===== src/rtl/reset_domain_responder_if.sv =====
// Control/status bundle between the central reset controller
// and one per-domain reset_domain_responder.
interface reset_domain_responder_if;
    logic sync_rst_in;
    logic init_in;
    logic clk_en_in;
    logic local_rst_req;
    logic local_init_done;
    logic sync_rst_trigger_out;
    logic local_sync_rst_out;
    logic local_init_out;
    logic local_clk_en_out;
    logic domain_ready_out;
    logic init_timeout_out;

    modport master (
        output sync_rst_in,
        output init_in,
        output clk_en_in,
        output local_rst_req,
        output local_init_done,
        input  sync_rst_trigger_out,
        input  local_sync_rst_out,
        input  local_init_out,
        input  local_clk_en_out,
        input  domain_ready_out,
        input  init_timeout_out
    );

    modport slave (
        input  sync_rst_in,
        input  init_in,
        input  clk_en_in,
        input  local_rst_req,
        input  local_init_done,
        output sync_rst_trigger_out,
        output local_sync_rst_out,
        output local_init_out,
        output local_clk_en_out,
        output domain_ready_out,
        output init_timeout_out
    );
endinterface


===== src/rtl/reset_domain_responder.sv =====
// Per-domain reset endpoint: stretches the controller reset,
// runs local init under a timeout and reports ready/fault.
module reset_domain_responder #(
    parameter int RESETHOLDCYCLES   = 16,
    parameter int INITTIMEOUTCYCLES = 1024
) (
    input  logic                    clk,
    input  logic                    async_rst_in,
    reset_domain_responder_if.slave bus
);

    localparam int HW = $clog2(RESETHOLDCYCLES + 1);
    localparam int TW = $clog2(INITTIMEOUTCYCLES + 1);

    localparam logic [HW-1:0] HOLD_LAST = HW'(RESETHOLDCYCLES - 1);
    localparam logic [TW-1:0] TMO_LAST  = TW'(INITTIMEOUTCYCLES - 1);

    typedef enum logic [2:0] {
        S_RESET,
        S_HOLD,
        S_WAITINIT,
        S_INIT,
        S_RUN,
        S_FAULT
    } state_t;

    state_t        r_state;
    state_t        w_next;
    logic [HW-1:0] r_hcnt;
    logic [HW-1:0] w_hcnt;
    logic [TW-1:0] r_tcnt;
    logic [TW-1:0] w_tcnt;
    logic          r_req;
    logic          w_req;

    logic          r_trig;
    logic          r_lsr;
    logic          r_linit;
    logic          r_clken;
    logic          r_ready;
    logic          r_tmo;

    // Next state, counter updates and the held reset request
    always_comb begin
        w_next = r_state;
        w_hcnt = r_hcnt;
        w_tcnt = r_tcnt;
        w_req  = r_req |
                 (bus.local_rst_req && (r_state != S_RESET));
        if (bus.sync_rst_in) begin
            // Controller reset wins over everything and
            // acknowledges any pending local request.
            w_next = S_RESET;
            w_hcnt = '0;
            w_tcnt = '0;
            w_req  = 1'b0;
        end else begin
            unique case (r_state)
                S_RESET: begin
                    w_hcnt = '0;
                    w_next = S_HOLD;
                end
                S_HOLD: begin
                    if (r_hcnt == HOLD_LAST) begin
                        w_next = S_WAITINIT;
                    end else if (r_hcnt != '1) begin
                        w_hcnt = r_hcnt + HW'(1);
                    end
                end
                S_WAITINIT: begin
                    if (bus.init_in) begin
                        w_next = S_INIT;
                        w_tcnt = '0;
                    end
                end
                S_INIT: begin
                    // Completion beats timeout in the same cycle
                    if (bus.local_init_done) begin
                        w_next = S_RUN;
                    end else if (r_tcnt == TMO_LAST) begin
                        w_next = S_FAULT;
                    end else if (r_tcnt != '1) begin
                        w_tcnt = r_tcnt + TW'(1);
                    end
                end
                S_RUN, S_FAULT: begin
                end
                default: begin
                    w_next = S_RESET;
                end
            endcase
        end
    end

    // State, counters and request latch
    always_ff @(posedge clk or negedge async_rst_in) begin
        if (!async_rst_in) begin
            r_state <= S_RESET;
            r_hcnt  <= '0;
            r_tcnt  <= '0;
            r_req   <= 1'b0;
        end else begin
            r_state <= w_next;
            r_hcnt  <= w_hcnt;
            r_tcnt  <= w_tcnt;
            r_req   <= w_req;
        end
    end

    // Registered outputs decoded from the upcoming state
    always_ff @(posedge clk or negedge async_rst_in) begin
        if (!async_rst_in) begin
            r_trig  <= 1'b0;
            r_lsr   <= 1'b1;
            r_linit <= 1'b0;
            r_clken <= 1'b0;
            r_ready <= 1'b0;
            r_tmo   <= 1'b0;
        end else begin
            r_trig  <= w_req | (w_next == S_FAULT);
            r_lsr   <= (w_next == S_RESET) |
                       (w_next == S_HOLD);
            r_linit <= (w_next == S_INIT);
            r_clken <= (w_next == S_RUN) & bus.clk_en_in;
            r_ready <= (w_next == S_RUN);
            r_tmo   <= (w_next == S_FAULT);
        end
    end

    assign bus.sync_rst_trigger_out = r_trig;
    assign bus.local_sync_rst_out   = r_lsr;
    assign bus.local_init_out       = r_linit;
    assign bus.local_clk_en_out     = r_clken;
    assign bus.domain_ready_out     = r_ready;
    assign bus.init_timeout_out     = r_tmo;

endmodule


===== src/flat_wrapper.sv =====
// flat-port wrapper written by rule: the top's interface ports become plain ports
module reset_domain_responder_flat 
#(
    parameter int RESETHOLDCYCLES   = 16,
    parameter int INITTIMEOUTCYCLES = 1024
)
  (clk, async_rst_in, bus_sync_rst_in, bus_init_in, bus_clk_en_in, bus_local_rst_req, bus_local_init_done, bus_sync_rst_trigger_out, bus_local_sync_rst_out, bus_local_init_out, bus_local_clk_en_out, bus_domain_ready_out, bus_init_timeout_out);
  reset_domain_responder_if bus_i ();
  input  logic clk;
  input  logic async_rst_in;
  input wire logic [$bits(bus_i.sync_rst_in)-1:0] bus_sync_rst_in;
  input wire logic [$bits(bus_i.init_in)-1:0] bus_init_in;
  input wire logic [$bits(bus_i.clk_en_in)-1:0] bus_clk_en_in;
  input wire logic [$bits(bus_i.local_rst_req)-1:0] bus_local_rst_req;
  input wire logic [$bits(bus_i.local_init_done)-1:0] bus_local_init_done;
  output wire logic [$bits(bus_i.sync_rst_trigger_out)-1:0] bus_sync_rst_trigger_out;
  output wire logic [$bits(bus_i.local_sync_rst_out)-1:0] bus_local_sync_rst_out;
  output wire logic [$bits(bus_i.local_init_out)-1:0] bus_local_init_out;
  output wire logic [$bits(bus_i.local_clk_en_out)-1:0] bus_local_clk_en_out;
  output wire logic [$bits(bus_i.domain_ready_out)-1:0] bus_domain_ready_out;
  output wire logic [$bits(bus_i.init_timeout_out)-1:0] bus_init_timeout_out;
  assign bus_i.sync_rst_in = bus_sync_rst_in;
  assign bus_i.init_in = bus_init_in;
  assign bus_i.clk_en_in = bus_clk_en_in;
  assign bus_i.local_rst_req = bus_local_rst_req;
  assign bus_i.local_init_done = bus_local_init_done;
  assign bus_sync_rst_trigger_out = bus_i.sync_rst_trigger_out;
  assign bus_local_sync_rst_out = bus_i.local_sync_rst_out;
  assign bus_local_init_out = bus_i.local_init_out;
  assign bus_local_clk_en_out = bus_i.local_clk_en_out;
  assign bus_domain_ready_out = bus_i.domain_ready_out;
  assign bus_init_timeout_out = bus_i.init_timeout_out;
  reset_domain_responder #(.RESETHOLDCYCLES(RESETHOLDCYCLES), .INITTIMEOUTCYCLES(INITTIMEOUTCYCLES)) u_core (.clk(clk), .async_rst_in(async_rst_in), .bus(bus_i));
endmodule

===== config.mk =====
export PLATFORM = sky130hd
export DESIGN_NAME = reset_domain_responder_flat
export DESIGN_NICKNAME = d
export VERILOG_FILES = /design/src/rtl/reset_domain_responder_if.sv /design/src/rtl/reset_domain_responder.sv /design/src/flat_wrapper.sv
export SDC_FILE = /design/constraint.sdc
export NUM_CORES = 1
export LEC_CHECK = 0
export CAP_MARGIN = 20
export CORE_UTILIZATION = 50
export DETAILED_ROUTE_END_ITERATION = 16
export GPL_ROUTABILITY_DRIVEN = 0
export PLACE_DENSITY_LB_ADDON = 0.3
export SKIP_CTS_REPAIR_TIMING = 1
export SLEW_MARGIN = 20
export SYNTH_ARGS = -nofsm -noshare
export SYNTH_HDL_FRONTEND = slang
export SYNTH_SLANG_ARGS = --single-unit

===== constraint.sdc =====
create_clock -name clk -period 2.3 [get_ports clk]
set_input_delay 0.345 -clock clk [delete_from_list [all_inputs] [get_ports clk]]
set_output_delay 0.345 -clock clk [all_outputs]
set_load 0.01 [all_outputs]

=== Word-level counts from Yosys, hierarchy flattened ===
Cells that the tools add are included.

* Register bits after elaboration: 26
* Bits in latches: 0
* RAM bits: 0
* ROM bits: 0
* Input port bits: 7
* Output and inout port bits: 6
* Logic and storage cells: 61
* Memories kept: 0

* $add $sub $neg: 2
* Multiply operators: 0
* Divide/modulo/power cells: 0
* Order comparisons: 0
* Eq/ne operators: 19
* Shift-type cells: 0
* Muxes and demuxes: 17
* Bitwise gates (word level): 4
* Reductions and logical operators: 9

{| class="wikitable"
|+ Operators by type and width
! kind !! count
|-
| $mux 11 || 5
|-
| $pmux 11 s2 || 1
|-
| $mux 3 || 5
|-
| $mux 5 || 3
|-
| $pmux 3 s5 || 1
|-
| $eq 3x3->1 const B || 4
|-
| $ne 3x3->1 const B || 4
|-
| $add 11x1->11 const B || 1
|-
| $eq 11x10->1 const B || 1
|-
| $ne 11x11->1 const B || 1
|-
| $pmux 5 s2 || 1
|-
| $eq 3x2->1 const B || 3
|-
| $reduce_bool 3->1 || 3
|-
| $eq 3x1->1 const B || 2
|-
| $logic_not 3->1 || 2
|-
| $ne 3x2->1 const B || 2
|-
| $add 5x1->5 const B || 1
|-
| $eq 5x4->1 const B || 1
|-
| $ne 5x5->1 const B || 1
|-
| $reduce_and 5->1 || 1
|-
| $or 1x1->1 || 3
|-
| $reduce_and 3->1 || 1
|-
| $reduce_or 2->1 || 1
|-
| $and 1x1->1 || 1
|-
| other kinds (2) || 2
|}

=== Longest topological paths before layout ===
Gate-level depths: netlist (run 1).

* Depth after elaboration: 7
* Depth in mapped cells: 7

=== Worst setup path before layout (run 1) ===
OpenSTA, ideal clock, no wires.

* Kind: register to register
* Start point: register u_core.r_hcnt[0]
* End point: register u_core.r_hcnt[2]
* Setup time: 0.066 ns
* Arrival: 1.760 ns
* Data required time: 2.234 ns
* Path slack: 0.474 ns
* Cell stages (with the launch flop): 8
* Path buffers: 0
* Clock period less this slack: 1.826 ns
* Cells stage by stage: dfrtp_1 > ha_1 > and3_1 > ha_1 > o21ai_0 > a21oi_1 > or4b_1 > nand2_1

* Cells in the longest elaborated chain, start to end: 5

{| class="wikitable"
|+ Ends and longest elaborated chain
! what !! line !! RTL
|-
| from (decl) || reset_domain_responder.sv:29 || <nowiki>logic [HW-1:0] r_hcnt;</nowiki>
|-
| from (signal assigned) || reset_domain_responder.sv:104 || <nowiki>r_hcnt <= w_hcnt;</nowiki>
|-
| $add 5x1->5 || reset_domain_responder.sv:67 || <nowiki>w_hcnt = r_hcnt + HW'(1);</nowiki>
|-
| $mux 5 || reset_domain_responder.sv:66 || <nowiki>end else if (r_hcnt != '1) begin</nowiki>
|-
| $mux 5 || reset_domain_responder.sv:64 || <nowiki>if (r_hcnt == HOLD_LAST) begin</nowiki>
|-
| $pmux 5 s2 || reset_domain_responder.sv:58 || <nowiki>unique case (r_state)</nowiki>
|-
| $mux 5 || reset_domain_responder.sv:50 || <nowiki>if (bus.sync_rst_in) begin</nowiki>
|}

Several ways; a longest one is shown, not always the timed one. The select of a mux whose other input is x is not followed.
A chain may end at the register's enable or synchronous reset.

=== Worst setup path after layout (run 1) ===
Ends and elaborated chain as after synthesis.

==> results of run 1 <==
## cell usage after synthesis (all sizes together), types with 2 or more instances
library cell and number:
ha 4, a21o 4, mux2i 2, and3 4, nor2 6, o21ai 11
a21oi 9, buf 2, o31ai 2, o21a 2, and2 3, or4b 2
or4 2, nand2b 5, dfrtp 25, nand2 10, inv 9, nand4 2
nor2b 2, or3 5, nor3 2, nand3 5, and4 2
## worst max-delay path: stages, from the launching register on
cell,delay (ns)
dfrtp_1,0.43
ha_1,0.24
and3_1,0.17
ha_1,0.21
o21ai_0,0.17
a21oi_1,0.17
or4b_1,0.53
nand2_1,0.07
## power by group through the flow
stage	Clock, mW	Combinational [mW]	Sequential (mW)
floorplan	0	0.0243	0.474
global placement	0	0.0523	0.474
detailed placement	0	0.0544	0.475
CTS	0.323	0.0547	0.466
global route	0.341	0.0600	0.467
finish	0.317	0.0535	0.466
## cell families after synthesis
group	after synthesis
AOI/OAI and AO/OA	36
muxes	3
and+or+nand+nor	56
DFF	26
buffers and inverters	11
xor gates and xnor gates	1
adders and majority gates	4
## routing by layer
metal	GRT usage	wire length (µm)	vias up
met4	0.08120	10	0
met2	0.3902	1395	15
met1	0.2444	1234	535
met3	0.03611	88	2
met5	0	0	-
li1	-	-	535
## through the flow
stage                     power (mW)  utilization  hold WS, ns
after floorplan               0.4985            -      0.04941
final                         0.8369       0.6224       0.3605
after global placement        0.5267       0.6018       0.4851
after CTS                     0.8442       0.6224       0.3680
after detailed placement      0.5291       0.6018       0.4890
after global routing          0.8678       0.6224       0.3921
## cell type report
class	instances	area [µm²]	share of cell area
Sequential cell	26	651.9	0.4115
Multi-Input combinational cell	100	673.1	0.4250
Timing Repair Buffer	14	135.1	0.08531
Clock buffer	3	22.52	0.01422
Tap cell	30	37.54	0.02370
Inverter	9	33.78	0.02133
Clock inverter	1	30.03	0.01896
## sequential cells by signal, indices dropped and copies added (netlist names)
name and count:
u_core.r_req 1, u_core.bus.init_timeout_out 1, u_core.r_state 3, u_core.bus.local_init_out 1, u_core.bus.sync_rst_trigger_out 1, u_core.r_hcnt 5
u_core.bus.domain_ready_out 1, u_core.r_tcnt 11, u_core.bus.local_sync_rst_out 1, u_core.bus.local_clk_en_out 1
## worst paths after layout
kind | end | slack (ns) | cells past startpoint
worst max-delay path | u_core.r_hcnt[2]$_DFFE_PN0P_ | 0.26 | 7
worst min-delay path | u_core.r_tcnt[7]$_DFFE_PN0P_ | 0.36 | 2
worst max register to register | u_core.r_hcnt[2]$_DFFE_PN0P_ | 0.26 | 7
worst min register to register | u_core.r_tcnt[10]$_DFFE_PN0P_ | 0.52 | 1
max in group asynchronous | u_core.bus.local_sync_rst_out$_DFF_PN1_ | 1.65 | 2
min in group clk | u_core.r_tcnt[10]$_DFFE_PN0P_ | 0.52 | 1
==> metrics.txt, run 1 <==
Reg power frac 0.557; I/O pin count 13; ys flop type dfrtp_1; Fin. Hold Viols 0; post-synthesis simple-gate area fraction 0.2566; Hold Path Class primary input to async pin; Synth cell types 46; sw frac 0.2088; Worst Slack Setup Final between 0.2 and 0.3 ns; fillers ~210; Sink Count 26; Crit Path Max Fanout 6; initial antenna violation count 0; Row Count 18; Post-route DRC 0; Syn Nets ~150; DR pass1 iterations 4; first-pass GRT wire length ~4500 µm; final instance area between 1500 and 2000 µm²; area grow syn2layout 15.20%; # diodes 0; Post-synth EDFFs 0; Starting Density 0.5403; Worst EP required between 2 and 3 ns; Crit path arrival time around 2.3 ns; Root Driver clkbuf_4; total of max-cap violations 0; most common cell after layout, fill and taps aside dfrtp_1; min cycle time layout between 2 and 2.5 ns; CP Class flop to flop; total CTS buffers 3; WL final 2728 µm; setup violators final 0; Die W roughly 54 µm; Post-Synth Adder-Cell Area 0.03640; CP startpoint u_core.r_hcnt[0]$_DFFE_PN0P_; Final Non-Filler Cells 183; PortBufs 12; skew final 0.01350 ns; xor/xnor share of the synthesized area 0.006369; largest family of logic cells by synthesized area simple AND/OR/NAND/NOR gates; Slew Viols, Final 0; synth top area cells dfrtp_1 45%, ha_1 3.6%, o21ai_0 3.6%; CTS tree yes; period utilization 0.8877; f_max 0.4898 GHz; Worst VDD drop roughly 0.0004 V; H-Tree Depth 1; register area share after synthesis 0.4741; ys async rst share 1.000; Reg-to-Reg Start u_core.r_hcnt[0]$_DFFE_PN0P_; final antenna-violating net count 0; Worst-Margin Slew 0.8010 ns; core box area between 2000 and 3000 µm²; Synthesis Warnings 0; vias in the first global route 1058; mux cell area share after synthesis 0.02275; Gate power share 0.064; post-synthesis instance total 137; register bit count reported by yosys 26; sw power 174.8 µW; # nets final 165; final setup TNS 0 ns; Lkg Pwr 0.7142 nW; Clock Power Share 0.379; Placed Area roughly 1500 µm²; layout cell share with drive strength beyond 1 0.1046; CTS max path bufs 2; post-DR wirelength/cell ~15 µm; Yosys top cell by area dfrtp_1; clk_lat worst skew roughly 0.33 ns; via density per instance approximately 6; Vias approximately 1100; highest-count cells in the layout ignoring fill and taps 25 x dfrtp_1, 12 x clkdlybuf4s50_1, 10 x nand2_1, 10 x o21ai_0, 9 x a21oi_1; Power Density roughly 530 nW/µm²; worst slack at placement between 0.15 and 0.2 ns; Avg Cell Area, Syn 10.04 µm²; Crit. End Element flop; Yosys top cell area share 0.4550; CTS clk-pin slew, worst paths 0.15 ns; Slew Limit Headroom 0.4615; Post-Synthesis Cell Area ~1400 µm²; aggregate global routing overflow 0; 1st-iter DRT viols 17; dpl cells 179; compound-cell area share of the yosys netlist 0.1674; Pint roughly 660 µW; startpoint types flop; die area around 3000 µm²; Tot GR Track Use 0.2133; status complete, no violations; unrepaired setup endpoints after global routing false; HPWL Detailed 2036 µm; Die Ht ~54 µm; pin count of the biggest net entering global routing 27
Note: power is estimated with default switching activity, not from simulation.
==> inputs of run 2 (changes only) <==
GPL_TIMING_DRIVEN = 0   (was not set)
SLEW_MARGIN = 5   (was 20)
==> metrics.txt, run 2 (synthesized netlist as in run 1, its figures left out) <==
status complete, no violations (unchanged); crit-path most repeated cell ha_1 (unchanged); Starting Density 0.5403 (unchanged); final antenna-violating net count 0 (unchanged); Power Density 474.2 nW/µm² (was 528.4 nW/µm²); Storage cell area 651.9 µm² (unchanged); # diodes 0 (unchanged); total CTS buffers 3 (unchanged); Crit Path Max Fanout 6 (unchanged); max reg flops 11 (unchanged); Crit. End Element flop (unchanged); HPWL Detailed 1900 µm (was 2036 µm); total of max-cap violations 0 (unchanged); Hold Path Class primary input to flop (was primary input to async pin); CP Class flop to flop (unchanged); pin count of the biggest net entering global routing 15 (was 27); Slew Viols, Final 0 (unchanged); CTS max path bufs 2 (unchanged); unrepaired setup endpoints after global routing false (unchanged); Crit path arrival time 2.29 ns (was 2.31 ns); PortBufs 11 (was 12); post-DR wirelength/cell 13.86 µm (was 14.91 µm); footprint of the multi-input gates 673.1 µm² (unchanged); Fin. Hold Viols 0 (unchanged); area grow syn2layout 14.47% (was 15.20%); Die W 54.44 µm (unchanged); Lkg Pwr 0.7112 nW (was 0.7142 nW); core box area 2545 µm² (unchanged); Vias 1063 (was 1087); WL final 2537 µm (was 2728 µm); skew final 0.006251 ns (was 0.01350 ns); 1st-iter DRT viols 6 (was 17); highest-count cells in the layout ignoring fill and taps 25 x dfrtp_1, 11 x clkdlybuf4s50_1, 10 x nand2_1, 10 x o21ai_0, 9 x a21oi_1 (was 25 x dfrtp_1, 12 x clkdlybuf4s50_1, 10 x nand2_1, 10 x o21ai_0, 9 x a21oi_1); dpl cells 179 (unchanged); crit-path max cell delay 0.52 ns (was 0.53 ns); Final Non-Filler Cells 183 (unchanged); vias in the first global route 946 (was 1058); Worst EP required 2.57 ns (about the same); CTS clk-pin slew, worst paths 0.13 ns (was 0.15 ns); aggregate global routing overflow 0 (unchanged); CP delay by family, top simple AND/OR/NAND/NOR gates (unchanged); Worst VDD drop 0.0004868 V (was 0.0004076 V); biggest regs u_core.r_tcnt: 11 flops, u_core.r_hcnt: 5 flops, u_core.r_state: 3 flops (unchanged); Most flops, register u_core.r_tcnt (unchanged); clk_lat worst skew 0.32 ns (was 0.33 ns); fillers 222 (was 211); via density per instance 5.809 (was 5.940); Final Util 0.6185 (was 0.6224); Row Count 18 (unchanged); Die Ht 54.44 µm (unchanged); Sink Count 26 (unchanged); setup violators final 0 (unchanged); die area 2964 µm² (unchanged); Root Driver clkbuf_4 (unchanged); I/O pin count 13 (unchanged); f_max 0.4960 GHz (was 0.4898 GHz); CTS tree yes (unchanged); initial antenna violation count 0 (unchanged); DR pass1 iterations 4 (unchanged); Worst-Margin Slew 0.7505 ns (was 0.8010 ns); Post-route DRC 0 (unchanged); most common cell after layout, fill and taps aside dfrtp_1 (unchanged); # nets final 165 (unchanged); H-Tree Depth 1 (unchanged); final setup TNS 0 ns (unchanged); layout cell share with drive strength beyond 1 0.1111 (was 0.1046); period utilization 0.8767 (was 0.8877); CP cell instances ha_1 > and3_1 > ha_1 > o21ai_0 > a21oi_1 > or4b_1 > nand2_1 (unchanged); first-pass GRT wire length 4091 µm (was 4464 µm); CP max-delay cell or4b_1 (unchanged); startpoint types flop (unchanged); min cycle time layout 2.016 ns (was 2.042 ns); Slew Limit Headroom 0.4954 (was 0.4615); Buffers & Inverters on Critical Path 0 (unchanged); Tot GR Track Use 0.1968 (was 0.2133)
==> run 2: final cells by class <==
type,count,area share
clock buffers,4,0.02305
inverters,9,0.02146
multi-input cells,100,0.4277
flip-flops and latches,26,0.4141
repair buffers,12,0.07949
plain buffers,2,0.01033
well taps,30,0.02385
==> run 2: final timing paths <==
check                                             start                           end  slack (ns)  cells after the start
setup / recovery           u_core.r_hcnt[0]$_DFFE_PN0P_  u_core.r_hcnt[2]$_DFFE_PN0P_        0.28                      7
hold / removal                          bus_sync_rst_in        u_core.r_req$_DFF_PN0_        0.30                      2
setup reg to reg           u_core.r_hcnt[0]$_DFFE_PN0P_  u_core.r_hcnt[2]$_DFFE_PN0P_        0.28                      7
hold reg to reg                  u_core.r_req$_DFF_PN0_        u_core.r_req$_DFF_PN0_        0.51                      2
max in group asynchronous                  async_rst_in   u_core.r_state[0]$_DFF_PN0_        1.37                      2
min in group asynchronous                  async_rst_in  u_core.r_tcnt[8]$_DFFE_PN0P_        0.41                      1
==> run 2: metrics by stage <==
step,cell area [µm²],setup slack [ns],power (mW),hold WS [ns]
2_1_floorplan,1375,0.4743,0.4985,0.04941
3_3_place_gp,1523,0.2625,0.5234,0.4757
3_5_place_dp,1538,0.2481,0.5282,0.4865
4_1_cts,1574,0.3009,0.7561,0.2850
5_1_grt,1574,0.1766,0.7764,0.2958
6_report,1574,0.2837,0.7465,0.2965
==> run 2: layer usage <==
| metal | GRT usage | vias up | routed length, µm |
|---|---|---|---|
| met5 | 0 | - | 0 |
| met4 | 0.07692 | 0 | 35 |
| met3 | 0.03333 | 5 | 61 |
| met2 | 0.3435 | 12 | 1260 |
| met1 | 0.2391 | 511 | 1179 |
| li1 | - | 535 | - |
==> run 2: power by group <==
part           switching (mW)  internal, mW  total (mW)
clock network           0.131        0.0969       0.227
logic                  0.0296        0.0231      0.0527
registers             0.00437         0.462       0.466
total                   0.165         0.582       0.746
==> run 2: worst reg2reg max path, delay by kind of cell, from the launching register on <==
| family | cells | cell delay [ns] |
|---|---|---|
| and+or+nand+nor | 3 | 0.76 |
| adders and majority gates | 2 | 0.44 |
| AOI/OAI and AO/OA | 2 | 0.34 |
| DFF | 1 | 0.43 |
==> inputs of run 3 (changes only) <==
GPL_TIMING_DRIVEN = 1   (was 0)
==> results of run 3 <==
No change in the layout: final DEF, timing and power equal those of run 1.
